<file path="src/rtl/interrupt_ccr_controller.sv">
// Interrupt entry/exit sequencer and condition-code register owner.
// Captures rising edges of intReq, drains the pipe, freezes the CCR,
// pushes the resume PC as two stack words (high word first), then
// redirects fetch to the interrupt vector. RTI restores the frozen CCR.
module interrupt_ccr_controller #(
    parameter int unsigned         PC_WIDTH    = 32,
    parameter int unsigned         DATA_WIDTH  = 16,
    parameter logic [PC_WIDTH-1:0] VECTOR_ADDR = 32'h0000_0000
) (
    input  logic                  clk,
    input  logic                  rst,
    input  logic                  intReq,
    input  logic                  pipeEmpty,
    input  logic                  flagWrite,
    input  logic                  aluZf,
    input  logic                  aluCf,
    input  logic                  aluOf,
    input  logic                  aluNf,
    input  logic                  rtiDone,
    input  logic [PC_WIDTH-1:0]   pcIn,
    input  logic                  pushReady,
    output logic [3:0]            ccr,
    output logic [3:0]            freezedCCR,
    output logic                  stall,
    output logic                  pushValid,
    output logic [DATA_WIDTH-1:0] pushData,
    output logic                  pcLoad,
    output logic [PC_WIDTH-1:0]   pcLoadValue,
    output logic                  intAck,
    output logic                  inIsr
);

    typedef enum logic [2:0] {
        ST_IDLE,
        ST_DRAIN,
        ST_FREEZE,
        ST_PUSH_HI,
        ST_PUSH_LO,
        ST_VECTOR
    } state_e;

    state_e              state_q, state_d;
    logic                int_req_q, int_req_d;
    logic                pending_q, pending_d;
    logic                in_isr_q, in_isr_d;
    logic [3:0]          ccr_q, ccr_d;
    logic [3:0]          freezed_ccr_q, freezed_ccr_d;
    logic [PC_WIDTH-1:0] pc_latch_q, pc_latch_d;

    logic int_rise;
    logic in_freeze;

    assign int_rise  = intReq & ~int_req_q;
    assign in_freeze = (state_q == ST_FREEZE);

    assign ccr        = ccr_q;
    assign freezedCCR = freezed_ccr_q;
    assign inIsr      = in_isr_q;

    // Edge capture, pending flag, CCR update priority and ISR bookkeeping
    always_comb begin
        int_req_d     = intReq;
        pending_d     = pending_q;
        in_isr_d      = in_isr_q;
        ccr_d         = ccr_q;
        freezed_ccr_d = freezed_ccr_q;
        pc_latch_d    = pc_latch_q;

        // Edges arriving while already pending merge into the same request;
        // the FREEZE cycle consumes it.
        if (in_freeze) begin
            pending_d = 1'b0;
        end else if (int_rise) begin
            pending_d = 1'b1;
        end

        // RTI restore beats a same-cycle flag commit; RTI outside an ISR is ignored.
        if (rtiDone && in_isr_q) begin
            ccr_d    = freezed_ccr_q;
            in_isr_d = 1'b0;
        end else if (flagWrite) begin
            ccr_d = {aluNf, aluOf, aluCf, aluZf};
        end

        // Snapshot taken from ccr_d so a flag commit in the FREEZE cycle is kept.
        if (in_freeze) begin
            freezed_ccr_d = ccr_d;
            pc_latch_d    = pcIn;
            in_isr_d      = 1'b1;
        end
    end

    // Next-state and Moore outputs of the entry sequencer
    always_comb begin
        state_d     = state_q;
        stall       = 1'b0;
        pushValid   = 1'b0;
        pushData    = '0;
        pcLoad      = 1'b0;
        pcLoadValue = '0;
        intAck      = 1'b0;

        case (state_q)
            ST_IDLE: begin
                if (pending_q && !in_isr_q) begin
                    state_d = ST_DRAIN;
                end
            end
            ST_DRAIN: begin
                stall = 1'b1;
                if (pipeEmpty) begin
                    state_d = ST_FREEZE;
                end
            end
            ST_FREEZE: begin
                stall   = 1'b1;
                state_d = ST_PUSH_HI;
            end
            // Fetch stays frozen while the resume PC is being pushed.
            ST_PUSH_HI: begin
                stall     = 1'b1;
                pushValid = 1'b1;
                pushData  = pc_latch_q[DATA_WIDTH +: DATA_WIDTH];
                if (pushReady) begin
                    state_d = ST_PUSH_LO;
                end
            end
            ST_PUSH_LO: begin
                stall     = 1'b1;
                pushValid = 1'b1;
                pushData  = pc_latch_q[0 +: DATA_WIDTH];
                if (pushReady) begin
                    state_d = ST_VECTOR;
                end
            end
            ST_VECTOR: begin
                stall       = 1'b1;
                pcLoad      = 1'b1;
                intAck      = 1'b1;
                pcLoadValue = VECTOR_ADDR;
                state_d     = ST_IDLE;
            end
            default: begin
                state_d = ST_IDLE;
            end
        endcase
    end

    // State and bookkeeping registers, asynchronously cleared
    always_ff @(posedge clk or posedge rst) begin
        if (rst) begin
            state_q       <= ST_IDLE;
            int_req_q     <= 1'b0;
            pending_q     <= 1'b0;
            in_isr_q      <= 1'b0;
            ccr_q         <= '0;
            freezed_ccr_q <= '0;
            pc_latch_q    <= '0;
        end else begin
            state_q       <= state_d;
            int_req_q     <= int_req_d;
            pending_q     <= pending_d;
            in_isr_q      <= in_isr_d;
            ccr_q         <= ccr_d;
            freezed_ccr_q <= freezed_ccr_d;
            pc_latch_q    <= pc_latch_d;
        end
    end

endmodule

</file>
<file path="config.mk">
export PLATFORM = sky130hd
export DESIGN_NAME = interrupt_ccr_controller
export DESIGN_NICKNAME = d
export VERILOG_FILES = /design/src/rtl/interrupt_ccr_controller.sv
export SDC_FILE = /design/constraint.sdc
export NUM_CORES = 1
export LEC_CHECK = 0
export BUFFER_PORTS_ARGS = -buffer_cell sky130_fd_sc_hd__buf_2
export CAP_MARGIN = 10
export CORE_MARGIN = 5
export CORE_UTILIZATION = 41
export CTS_CLUSTER_DIAMETER = 120
export DETAILED_ROUTE_END_ITERATION = 10
export PLACE_DENSITY_LB_ADDON = 0.2
export RECOVER_POWER = 100
export SKIP_CTS_REPAIR_TIMING = 1
export SYNTH_ARGS = -nofsm -noshare
export SYNTH_HDL_FRONTEND = slang
export SYNTH_SLANG_ARGS = --single-unit
</file>
<file path="constraint.sdc">
create_clock -name clk -period 3.2 [get_ports clk]
set_input_delay 0.64 -clock clk [delete_from_list [all_inputs] [get_ports clk]]
set_output_delay 0.64 -clock clk [all_outputs]
set_load 0.03 [all_outputs]
</file>
==> flow_summary.toml <==
[status]
outcome = "finished with violations"
violations = "max-capacitance violations, max-slew violations"

[layout]
layout-drive-gt1-share = 0.320
antenna_cells = 0
ff_latch_area_um2 = 1150
layout_commonest_cell = "dfrtp_1"
fin_cells = 328
nFillCells = 554
fin_nets = 298
final_cell_mix = "dfrtp_1 (46), buf_2 (42), conb_1 (32)"
multi_input_area_um2 = 890
area_delta_synth_final_pct = 12.0

[power]
powerDensity_nw_per_um2 = 994
cellLeakagePower_uw = 0.00121
peakVddDrop_mv = 0.449

[timing]
drv_slew = 47
tns_ps = 0
hold_violations = 0
max_slew_margin = -0.121
period_needed_ps = 2680
rsz0062_at_grt = "false"
fin_worst_skew_ps = 9.87
max_freq_ghz = 0.373
setup_viol = 0
post-route-period-util = 0.837
tightest_slew_ps = 1680

[clocking]
clock_latency_ps = 300
htreeDepth = 2
cts_tree = "yes"
path_clk_slew_ps = 80
cts_sinks = 46
cts_buffer_depth = 2
root_buffer = "clkbuf_8"
numCtsBuffers = 5

[route]
drt_iter0_markers = 38
vias = 1494
dr.pass1.iters = 4
ant_nets = 0
via_per_inst = 4.55
wl_um = 4340
drc_errors = 0
wl_per_cell_um = 13.2

[floorplan]
start_util = 0.420
dieArea_um2 = 7200
die_x_um = 84.8
core_area_um2 = 5470
die_h_um = 84.8
rows = 27
io_pins = 104

[worst_hold_path]
hp-class = "input port to flip-flop"

[place]
place.gp.congestion = 0.711
portBuffers = 71
dp_hpwl_um = 3300
dpl.cell_count = 320

[yosys]
ys_warn_count = 0
yosysSeqAreaShare = 0.501
synthCells = 187
synth_cell_types = 24
synthTopCellsByArea = "dfrtp_1 (50%), mux2_2 (14%), buf_4 (13%)"
syn_area_um2 = 2300
ys_ff_latch = 46
synth_top_cell_by_area = "dfrtp_1"
netlist.area_leader.share = 0.501
syn_avg_cell_area_um2 = 12.3

[global_route]
grt_max_degree = 47
grtUsageTotal = 0.124
grt_pass1_wl_um = 7070
antenna_found_initial = 0
overflow = 0
grt_pass1_vias = 1494

[setup_path]
crit_chain = "and3b_1 -> a22o_1 -> clkbuf_1"
cp-end-kind = "output pin"
critPathTopFamily = "simple AND/OR/NAND/NOR gates"
crit_slowest_cell = "and3b_1"
path_class = "flip-flop to output pin"
start_kind = "flip-flop"
r2r_setup_slack_ps = 910
crit_buf_inv = 1
crit_arrival_ps = 2040
crit_required_ps = 2560
crit_path_max_incr_delay_ps = 690
critPathMaxFanout = 18

[job]
cap_violations = 1
[power breakdown]
| part | switching [uW] | leakage (uW) | internal, uW |
|---|---|---|---|
| registers | 184 | 0.000540 | 868 |
| logic | 691 | 0.000632 | 461 |
| clock network | 197 | 0.0000408 | 156 |
[stage by stage]
step                area [um2]  utilization  total power, uW  worst slack, ps  hold WS (ps)
CTS                       2640        0.482             2680              588           456
floorplan                 2410            -             2090             1230           455
detailed placement        2550        0.465             2310              917           489
global placement          2550        0.465             2300              926           478
global route              2570        0.470             2750              368           453
finish                    2570        0.470             2560              520           467
[logic make-up (layout without fill, tap and decap cells)]
group                  Yosys count  in the layout  share of synthesized area
buffers and inverters           48             86                      0.152
AND/OR/NAND/NOR                 20             20                     0.0550
AO/OA/AOI/OAI                   36             36                      0.109
other                            1             32                    0.00163
multiplexers                    36             36                      0.181
flip-flops                      46             46                      0.501
[state kept, by name, indices dropped and copies added, names as in the netlist]
| signal | cells |
|---|---|
| pc_latch_q | 32 |
| ccr | 4 |
| int_req_q | 1 |
| pending_q | 1 |
| state_q | 3 |
| inIsr | 1 |
| freezedCCR | 4 |
[layout make-up]
| cell class | count | area share |
|---|---|---|
| Clock buffer | 5 | 0.0268 |
| Clock inverter | 3 | 0.00924 |
| Inverter | 4 | 0.00584 |
| Multi-Input combinational cell | 124 | 0.346 |
| Sequential cell | 46 | 0.447 |
| Tap cell | 72 | 0.0350 |
| Timing Repair Buffer | 74 | 0.130 |
[path summary, 6_finish.rpt]
kind / endpoint / cells after the start / startpoint
max: pushData[0] / 3 / state_q[1]
min: int_req_q / 1 / intReq
max reg2reg: pc_latch_q[20] / 3 / state_q[1]
min reg2reg: pc_latch_q[2] / 1 / pc_latch_q[2]
max in group asynchronous: freezedCCR[0] / 2 / rst
min in group asynchronous: pc_latch_q[27] / 2 / rst
[synth_stat cells]
master,count
or2_2,1
buf_8,1
clkbuf_1,2
a22o_1,16
a21oi_1,15
nor3_1,1
and3b_1,1
inv_1,4
mux2i_1,4
o211ai_1,1
nor2_1,7
conb_1,1
a22oi_1,1
o21ai_0,1
nand2_1,3
a21o_1,2
buf_4,40
buf_6,1
nor3b_4,2
mux2_4,4
mux2_2,28
nor2b_1,3
dfrtp_1,46
and2_1,2
[routing by layer]
metal  vias up  share of wire  GRT usage
li1        718              -          -
met1       710           0.40      0.151
met2        64           0.51      0.207
met3         2          0.087     0.0398
met4         0         0.0060     0.0432
met5         -              0          0
(Power assumes the default switching activity.)
